<file path="src/rtl/ifetch_if.sv">
// ifetch_if: fetch-side memory, redirect and instruction-queue output signals of ifetch_unit
interface ifetch_if #(
   parameter int XLEN  = 32,
   parameter int DEPTH = 4
);
   logic                           mem_ce;
   logic [XLEN-1:0]                mem_addr;
   logic [31:0]                    mem_inst;
   logic                           redirect;
   logic [XLEN-1:0]                redirect_pc;
   logic                           out_valid;
   logic                           out_ready;
   logic [31:0]                    out_inst;
   logic [XLEN-1:0]                out_pc;
   logic [$clog2(DEPTH+1)-1:0]     count;
   modport slave (
      output mem_ce, mem_addr, out_valid, out_inst, out_pc, count,
      input  mem_inst, redirect, redirect_pc, out_ready
   );
   modport master (
      input  mem_ce, mem_addr, out_valid, out_inst, out_pc, count,
      output mem_inst, redirect, redirect_pc, out_ready
   );
endinterface

</file>
<file path="src/rtl/ifetch_unit.sv">
// ifetch_unit: sequential PC fetch into a circular prefetch queue with redirect support.
// Define IFETCH_BYPASS_EN to present a fetch on the output in the same cycle when the queue is empty.
module ifetch_unit #(
   parameter int XLEN     = 32,
   parameter int DEPTH    = 4,
   parameter int RESET_PC = 0,
   parameter int PC_STEP  = 4
) (
   input  logic     clk,
   input  logic     rst,
   ifetch_if.slave  bus
);
   localparam int AW = $clog2(DEPTH);
   localparam int CW = $clog2(DEPTH + 1);

   logic [XLEN-1:0] r_pc;
   logic [AW-1:0]   r_head, r_tail;
   logic [CW-1:0]   r_count;
   logic [XLEN-1:0] r_pc_q   [DEPTH];
   logic [31:0]     r_inst_q [DEPTH];
   logic            w_nempty, w_pop, w_ce, w_push, w_byp;

   // Queue pop is computed from stored entries only, so mem_ce never depends on itself.
   assign w_nempty = (r_count != '0) && !bus.redirect && !rst;
   assign w_pop    = w_nempty && bus.out_ready;
   assign w_ce     = !rst && !bus.redirect && ((r_count < CW'(DEPTH)) || w_pop);

`ifdef IFETCH_BYPASS_EN
   assign w_byp         = (r_count == '0);
   assign bus.out_valid = w_nempty || w_ce;
   assign w_push        = w_ce && !(w_byp && bus.out_ready);
`else
   assign w_byp         = 1'b0;
   assign bus.out_valid = w_nempty;
   assign w_push        = w_ce;
`endif

   assign bus.mem_ce   = w_ce;
   assign bus.mem_addr = r_pc;
   assign bus.count    = r_count;
   assign bus.out_inst = w_byp ? bus.mem_inst : r_inst_q[r_head];
   assign bus.out_pc   = w_byp ? r_pc : r_pc_q[r_head];

   always_ff @(posedge clk) begin
      if (rst) begin
         r_pc    <= XLEN'(RESET_PC);
         r_head  <= '0;
         r_tail  <= '0;
         r_count <= '0;
      end else if (bus.redirect) begin
         r_pc    <= bus.redirect_pc;
         r_head  <= '0;
         r_tail  <= '0;
         r_count <= '0;
      end else begin
         if (w_ce)
            r_pc <= r_pc + XLEN'(PC_STEP);
         if (w_push)
            r_tail <= r_tail + 1'b1;
         if (w_pop)
            r_head <= r_head + 1'b1;
         r_count <= r_count + CW'(w_push) - CW'(w_pop);
      end
   end

   always_ff @(posedge clk) begin
      if (w_push) begin
         r_pc_q[r_tail]   <= r_pc;
         r_inst_q[r_tail] <= bus.mem_inst;
      end
   end
endmodule
</file>
<file path="src/flat_wrapper.sv">
// flat-port wrapper written by rule: the top's interface ports become plain ports
module ifetch_unit_flat 
#(
   parameter int XLEN     = 32,
   parameter int DEPTH    = 4,
   parameter int RESET_PC = 0,
   parameter int PC_STEP  = 4
)
  (clk, rst, bus_mem_ce, bus_mem_addr, bus_out_valid, bus_out_inst, bus_out_pc, bus_count, bus_mem_inst, bus_redirect, bus_redirect_pc, bus_out_ready);
  ifetch_if #(.XLEN(XLEN), .DEPTH(DEPTH)) bus_i ();
  input  logic clk;
  input  logic rst;
  output wire logic [$bits(bus_i.mem_ce)-1:0] bus_mem_ce;
  output wire logic [$bits(bus_i.mem_addr)-1:0] bus_mem_addr;
  output wire logic [$bits(bus_i.out_valid)-1:0] bus_out_valid;
  output wire logic [$bits(bus_i.out_inst)-1:0] bus_out_inst;
  output wire logic [$bits(bus_i.out_pc)-1:0] bus_out_pc;
  output wire logic [$bits(bus_i.count)-1:0] bus_count;
  input wire logic [$bits(bus_i.mem_inst)-1:0] bus_mem_inst;
  input wire logic [$bits(bus_i.redirect)-1:0] bus_redirect;
  input wire logic [$bits(bus_i.redirect_pc)-1:0] bus_redirect_pc;
  input wire logic [$bits(bus_i.out_ready)-1:0] bus_out_ready;
  assign bus_mem_ce = bus_i.mem_ce;
  assign bus_mem_addr = bus_i.mem_addr;
  assign bus_out_valid = bus_i.out_valid;
  assign bus_out_inst = bus_i.out_inst;
  assign bus_out_pc = bus_i.out_pc;
  assign bus_count = bus_i.count;
  assign bus_i.mem_inst = bus_mem_inst;
  assign bus_i.redirect = bus_redirect;
  assign bus_i.redirect_pc = bus_redirect_pc;
  assign bus_i.out_ready = bus_out_ready;
  ifetch_unit #(.XLEN(XLEN), .DEPTH(DEPTH), .RESET_PC(RESET_PC), .PC_STEP(PC_STEP)) u_core (.clk(clk), .rst(rst), .bus(bus_i));
endmodule
</file>
<file path="config.mk">
export PLATFORM = sky130hd
export DESIGN_NAME = ifetch_unit_flat
export DESIGN_NICKNAME = d
export VERILOG_FILES = /design/src/rtl/ifetch_if.sv /design/src/rtl/ifetch_unit.sv /design/src/flat_wrapper.sv
export SDC_FILE = /design/constraint.sdc
export NUM_CORES = 1
export LEC_CHECK = 0
export CORE_UTILIZATION = 50
export CTS_CLUSTER_DIAMETER = 60
export CTS_CLUSTER_SIZE = 24
export DETAILED_ROUTE_END_ITERATION = 12
export GPL_ROUTABILITY_DRIVEN = 0
export GPL_TIMING_DRIVEN = 0
export PLACE_DENSITY = 0.74
export SLEW_MARGIN = 30
export SYNTH_ARGS = -nofsm -noshare
export SYNTH_HDL_FRONTEND = slang
export SYNTH_SLANG_ARGS = --single-unit
</file>
<file path="constraint.sdc">
create_clock -name clk -period 4.6 [get_ports clk]
set_input_delay 0.46 -clock clk [delete_from_list [all_inputs] [get_ports clk]]
set_output_delay 0.46 -clock clk [all_outputs]
set_load 0.01 [all_outputs]
</file>
==> flow_results.xml <==
<?xml version="1.0" encoding="UTF-8"?>
<metrics>
  <group name="status">
    <metric name="run_status" unit="">completed</metric>
  </group>
  <group name="global_routing">
    <metric name="grt_pass1_vias" unit="">6728</metric>
    <metric name="globalRouteOverflowTotal" unit="">0</metric>
    <metric name="first_pass_grt_wire_length" unit="um">37600</metric>
    <metric name="grt_start_max_net_pins" unit="">39</metric>
    <metric name="globalRouteTotalUtil" unit="%">20.7</metric>
    <metric name="grt_antenna_before_repair" unit="">0</metric>
  </group>
  <group name="layout">
    <metric name="stdcell_count" unit="">1117</metric>
    <metric name="mostFrequentLayoutCells" unit="">edfxtp_1 (256), clkdlybuf4s50_1 (168), mux4_2 (64)</metric>
    <metric name="final_common_cell" unit="">edfxtp_1</metric>
    <metric name="n_antenna_cell" unit="">0</metric>
    <metric name="filler_cell_count" unit="">1585</metric>
    <metric name="drive_above_1_share" unit="%">13.1</metric>
    <metric name="nNetsFinal" unit="">898</metric>
    <metric name="area.growth.synth_to_final" unit="%">23.7</metric>
  </group>
  <group name="clocking">
    <metric name="clock_tree_from_tritoncts" unit="">yes</metric>
    <metric name="cts_post_setup_buffers_inserted" unit="">0</metric>
    <metric name="ctsRootBufferMaster" unit="">clkbuf_16</metric>
    <metric name="cts-hold-fix-buffers" unit="">0</metric>
    <metric name="cts_max_level" unit="">1</metric>
    <metric name="path_clk_slew" unit="ns">0.08</metric>
    <metric name="cts-resized-gates" unit="">0</metric>
    <metric name="cts_bufs_inserted" unit="">18</metric>
    <metric name="clock_latency" unit="ns">0.51</metric>
    <metric name="cts_max_path_buffers" unit="">3</metric>
    <metric name="cts_sinks" unit="">297</metric>
  </group>
  <group name="routing">
    <metric name="drt_wl_total" unit="um">24300</metric>
    <metric name="drc" unit="">0</metric>
    <metric name="routedWlPerCell" unit="um">21.8</metric>
    <metric name="routed_antenna_nets" unit="">0</metric>
    <metric name="detailedRoute.firstIterationViolations" unit="">641</metric>
    <metric name="dr.pass1.iters" unit="">6</metric>
    <metric name="vias_per_cell" unit="">5.89</metric>
    <metric name="num_vias" unit="">6581</metric>
  </group>
  <group name="synth">
    <metric name="synth_seq_area_share" unit="%">73.9</metric>
    <metric name="synth_area" unit="um^2">11500</metric>
    <metric name="synth_flop_type" unit="">edfxtp_1</metric>
    <metric name="postSynth.asyncResetShare" unit="%">0</metric>
    <metric name="synth.distinct_cells" unit="">42</metric>
    <metric name="post_syn_instances" unit="">630</metric>
    <metric name="synth_largest_area_cell" unit="">edfxtp_1</metric>
    <metric name="ys_ff_latch" unit="">297</metric>
    <metric name="synth_largest_type_area_fraction" unit="%">66.8</metric>
    <metric name="synth_warnings" unit="">0</metric>
    <metric name="avgSynthCellArea" unit="um^2">18.3</metric>
    <metric name="synthTopCellsByArea" unit="">edfxtp_1 (67%), mux4_2 (13%), dfxtp_1 (7.1%)</metric>
    <metric name="synth_enable_flop_cells" unit="">256</metric>
    <metric name="synthesis.nets" unit="">706</metric>
  </group>
  <group name="sta">
    <metric name="period_minus_slack" unit="ns">3.75</metric>
    <metric name="timing_worst_slew_pin_value" unit="ns">0.865</metric>
    <metric name="setup_repair_after_global_routing_missed_its_margin" unit="">no</metric>
    <metric name="setup_violations" unit="">0</metric>
    <metric name="achievable_freq" unit="MHz">266</metric>
    <metric name="fin_crit_sh" unit="%">81.6</metric>
    <metric name="finalMaxSlewViolations" unit="">0</metric>
    <metric name="timing.max_slew.rel_slack" unit="%">42.4</metric>
    <metric name="fin_worst_skew" unit="ns">0.0191</metric>
    <metric name="final-hold-violation-count" unit="">0</metric>
    <metric name="final.hold.worst_slack" unit="ns">0.505</metric>
    <metric name="postLayoutSetupSlackWorst" unit="ns">0.848</metric>
    <metric name="final.setup.tns" unit="ns">0</metric>
  </group>
  <group name="die">
    <metric name="fp.dieArea" unit="um^2">23600</metric>
    <metric name="row_count" unit="">55</metric>
    <metric name="num_io_pins" unit="">169</metric>
    <metric name="die_w" unit="um">154</metric>
    <metric name="height_of_the_die" unit="um">154</metric>
    <metric name="floorplan.initialDensity" unit="%">51.0</metric>
    <metric name="core_area" unit="um^2">22600</metric>
  </group>
  <group name="placed_design">
    <metric name="dp_hpwl" unit="um">15900</metric>
    <metric name="port_buffers" unit="">168</metric>
    <metric name="placedCellCount" unit="">1087</metric>
    <metric name="pre_cts_ws" unit="ns">1.27</metric>
  </group>
  <group name="setup_path">
    <metric name="worst_path_cell_chain" unit="">clkbuf_1, buf_1, mux4_2, clkdlybuf4s50_1</metric>
    <metric name="critical_path.n_buffers_inverters" unit="">3</metric>
    <metric name="start_kind" unit="">flip-flop</metric>
    <metric name="worst-path-max-fanout" unit="">10</metric>
    <metric name="crit_path_top_delay_cell" unit="">buf_1</metric>
    <metric name="timing.setup.critical_path_class" unit="">flip-flop to primary output</metric>
    <metric name="crit_family" unit="">buffers and inverters</metric>
    <metric name="critPathArrivalTime" unit="ns">3.29</metric>
    <metric name="critical_path.max_stage_delay" unit="ns">0.71</metric>
    <metric name="endpoint_kind" unit="">primary output</metric>
    <metric name="cp_data_required_time" unit="ns">4.14</metric>
  </group>
  <group name="power">
    <metric name="total_leakage_power" unit="nW">4.45</metric>
    <metric name="power_per_cell_area" unit="nW/um^2">358</metric>
    <metric name="vdd_ir_drop_max" unit="mV">0.260</metric>
  </group>
  <group name="hold_path">
    <metric name="min-delay-path-class" unit="">flip-flop to flip-flop</metric>
  </group>
  <group name="flow_run">
    <metric name="cap_violations" unit="">0</metric>
  </group>
</metrics>
==> logic make-up after synthesis <==
kind of cell	count (synthesis)	share of synthesized area, %
XOR/XNOR	19	1.45
flip-flops	297	73.9
AO/OA/AOI/OAI	59	3.25
multiplexers	67	12.8
AND/OR/NAND/NOR	139	6.21
buffers and inverters	41	1.42
adder cells (fa/ha/maj)	8	0.935
==> cell usage after synthesis, drive strengths merged (4+ instances only) <==
cell	n
a211oi	11
a21oi	19
and2	4
and3	8
and4	4
buf	11
clkbuf	21
dfxtp	41
edfxtp	256
ha	7
inv	8
mux4	64
nand2	31
nand3	16
nand4	12
nor2	31
nor3	13
nor4	10
o21ai	9
o22ai	5
xnor2	15
xor2	4
==> tightest hold or removal path, stage by stage (launching register included) <==
cell	delay, ns
dfxtp_1	0.35
nand2_1	0.07
a21oi_1	0.05
==> layout make-up <==
class                           instances  area (um^2)  area share [%]
Buffer                                 32          133           0.932
Clock buffer                           22          508            3.57
Clock inverter                          8         72.6           0.510
Inverter                                9         33.8           0.237
Multi-Input combinational cell        292         2850            20.1
Sequential cell                       297         8510            59.8
Tap cell                              285          357            2.51
Timing Repair Buffer                  172         1760            12.4
==> per-stage QoR <==
| step | total power [mW] | utilization (%) | cell area, um^2 |
|---|---|---|---|
| floorplan | 3.23 | - | 11500 |
| global placement | 3.44 | 60.0 | 13500 |
| detailed placement | 3.46 | 60.4 | 13600 |
| CTS | 5.12 | 63.0 | 14200 |
| global route | 5.23 | 63.0 | 14200 |
| finish | 5.09 | 63.0 | 14200 |
==> flip-flops by register name, indices dropped and copies added, names as in the netlist, named ones only <==
| register | count |
|---|---|
| u_core.r_tail | 2 |
| u_core.r_inst_q | 128 |
| u_core.bus.count | 3 |
| u_core.bus.mem_addr | 32 |
| u_core.r_head | 2 |
| u_core.r_pc_q | 128 |
==> routing by layer <==
layer	vias to the layer above	global-route usage, %	part of all wire [%]
met2	332	34.5	47
met3	41	3.33	7.5
met5	-	0	0
met4	0	5.10	2.0
met1	3283	28.8	43
li1	2925	-	-
==> power breakdown <==
part / switching (mW) / total (mW) / leakage [nW] / internal (mW)
registers: 0.0621 / 3.06 / 2.68 / 2.99
clock network: 0.876 / 1.69 / 0.284 / 0.816
logic: 0.153 / 0.340 / 1.48 / 0.187
==> worst paths after layout <==
| kind | start | to | slack [ns] | cells past startpoint |
|---|---|---|---|---|
| min | u_core.r_tail[1] | u_core.r_tail[1] | 0.51 | 2 |
| min reg2reg | u_core.r_tail[1] | u_core.r_tail[1] | 0.51 | 2 |
| max reg2reg | u_core.bus.count[2] | u_core.r_inst_q[3][28] | 2.19 | 5 |
| max | flip-flop | bus_out_pc[7] | 0.85 | 4 |
Power figures use the tool's default switching activity.
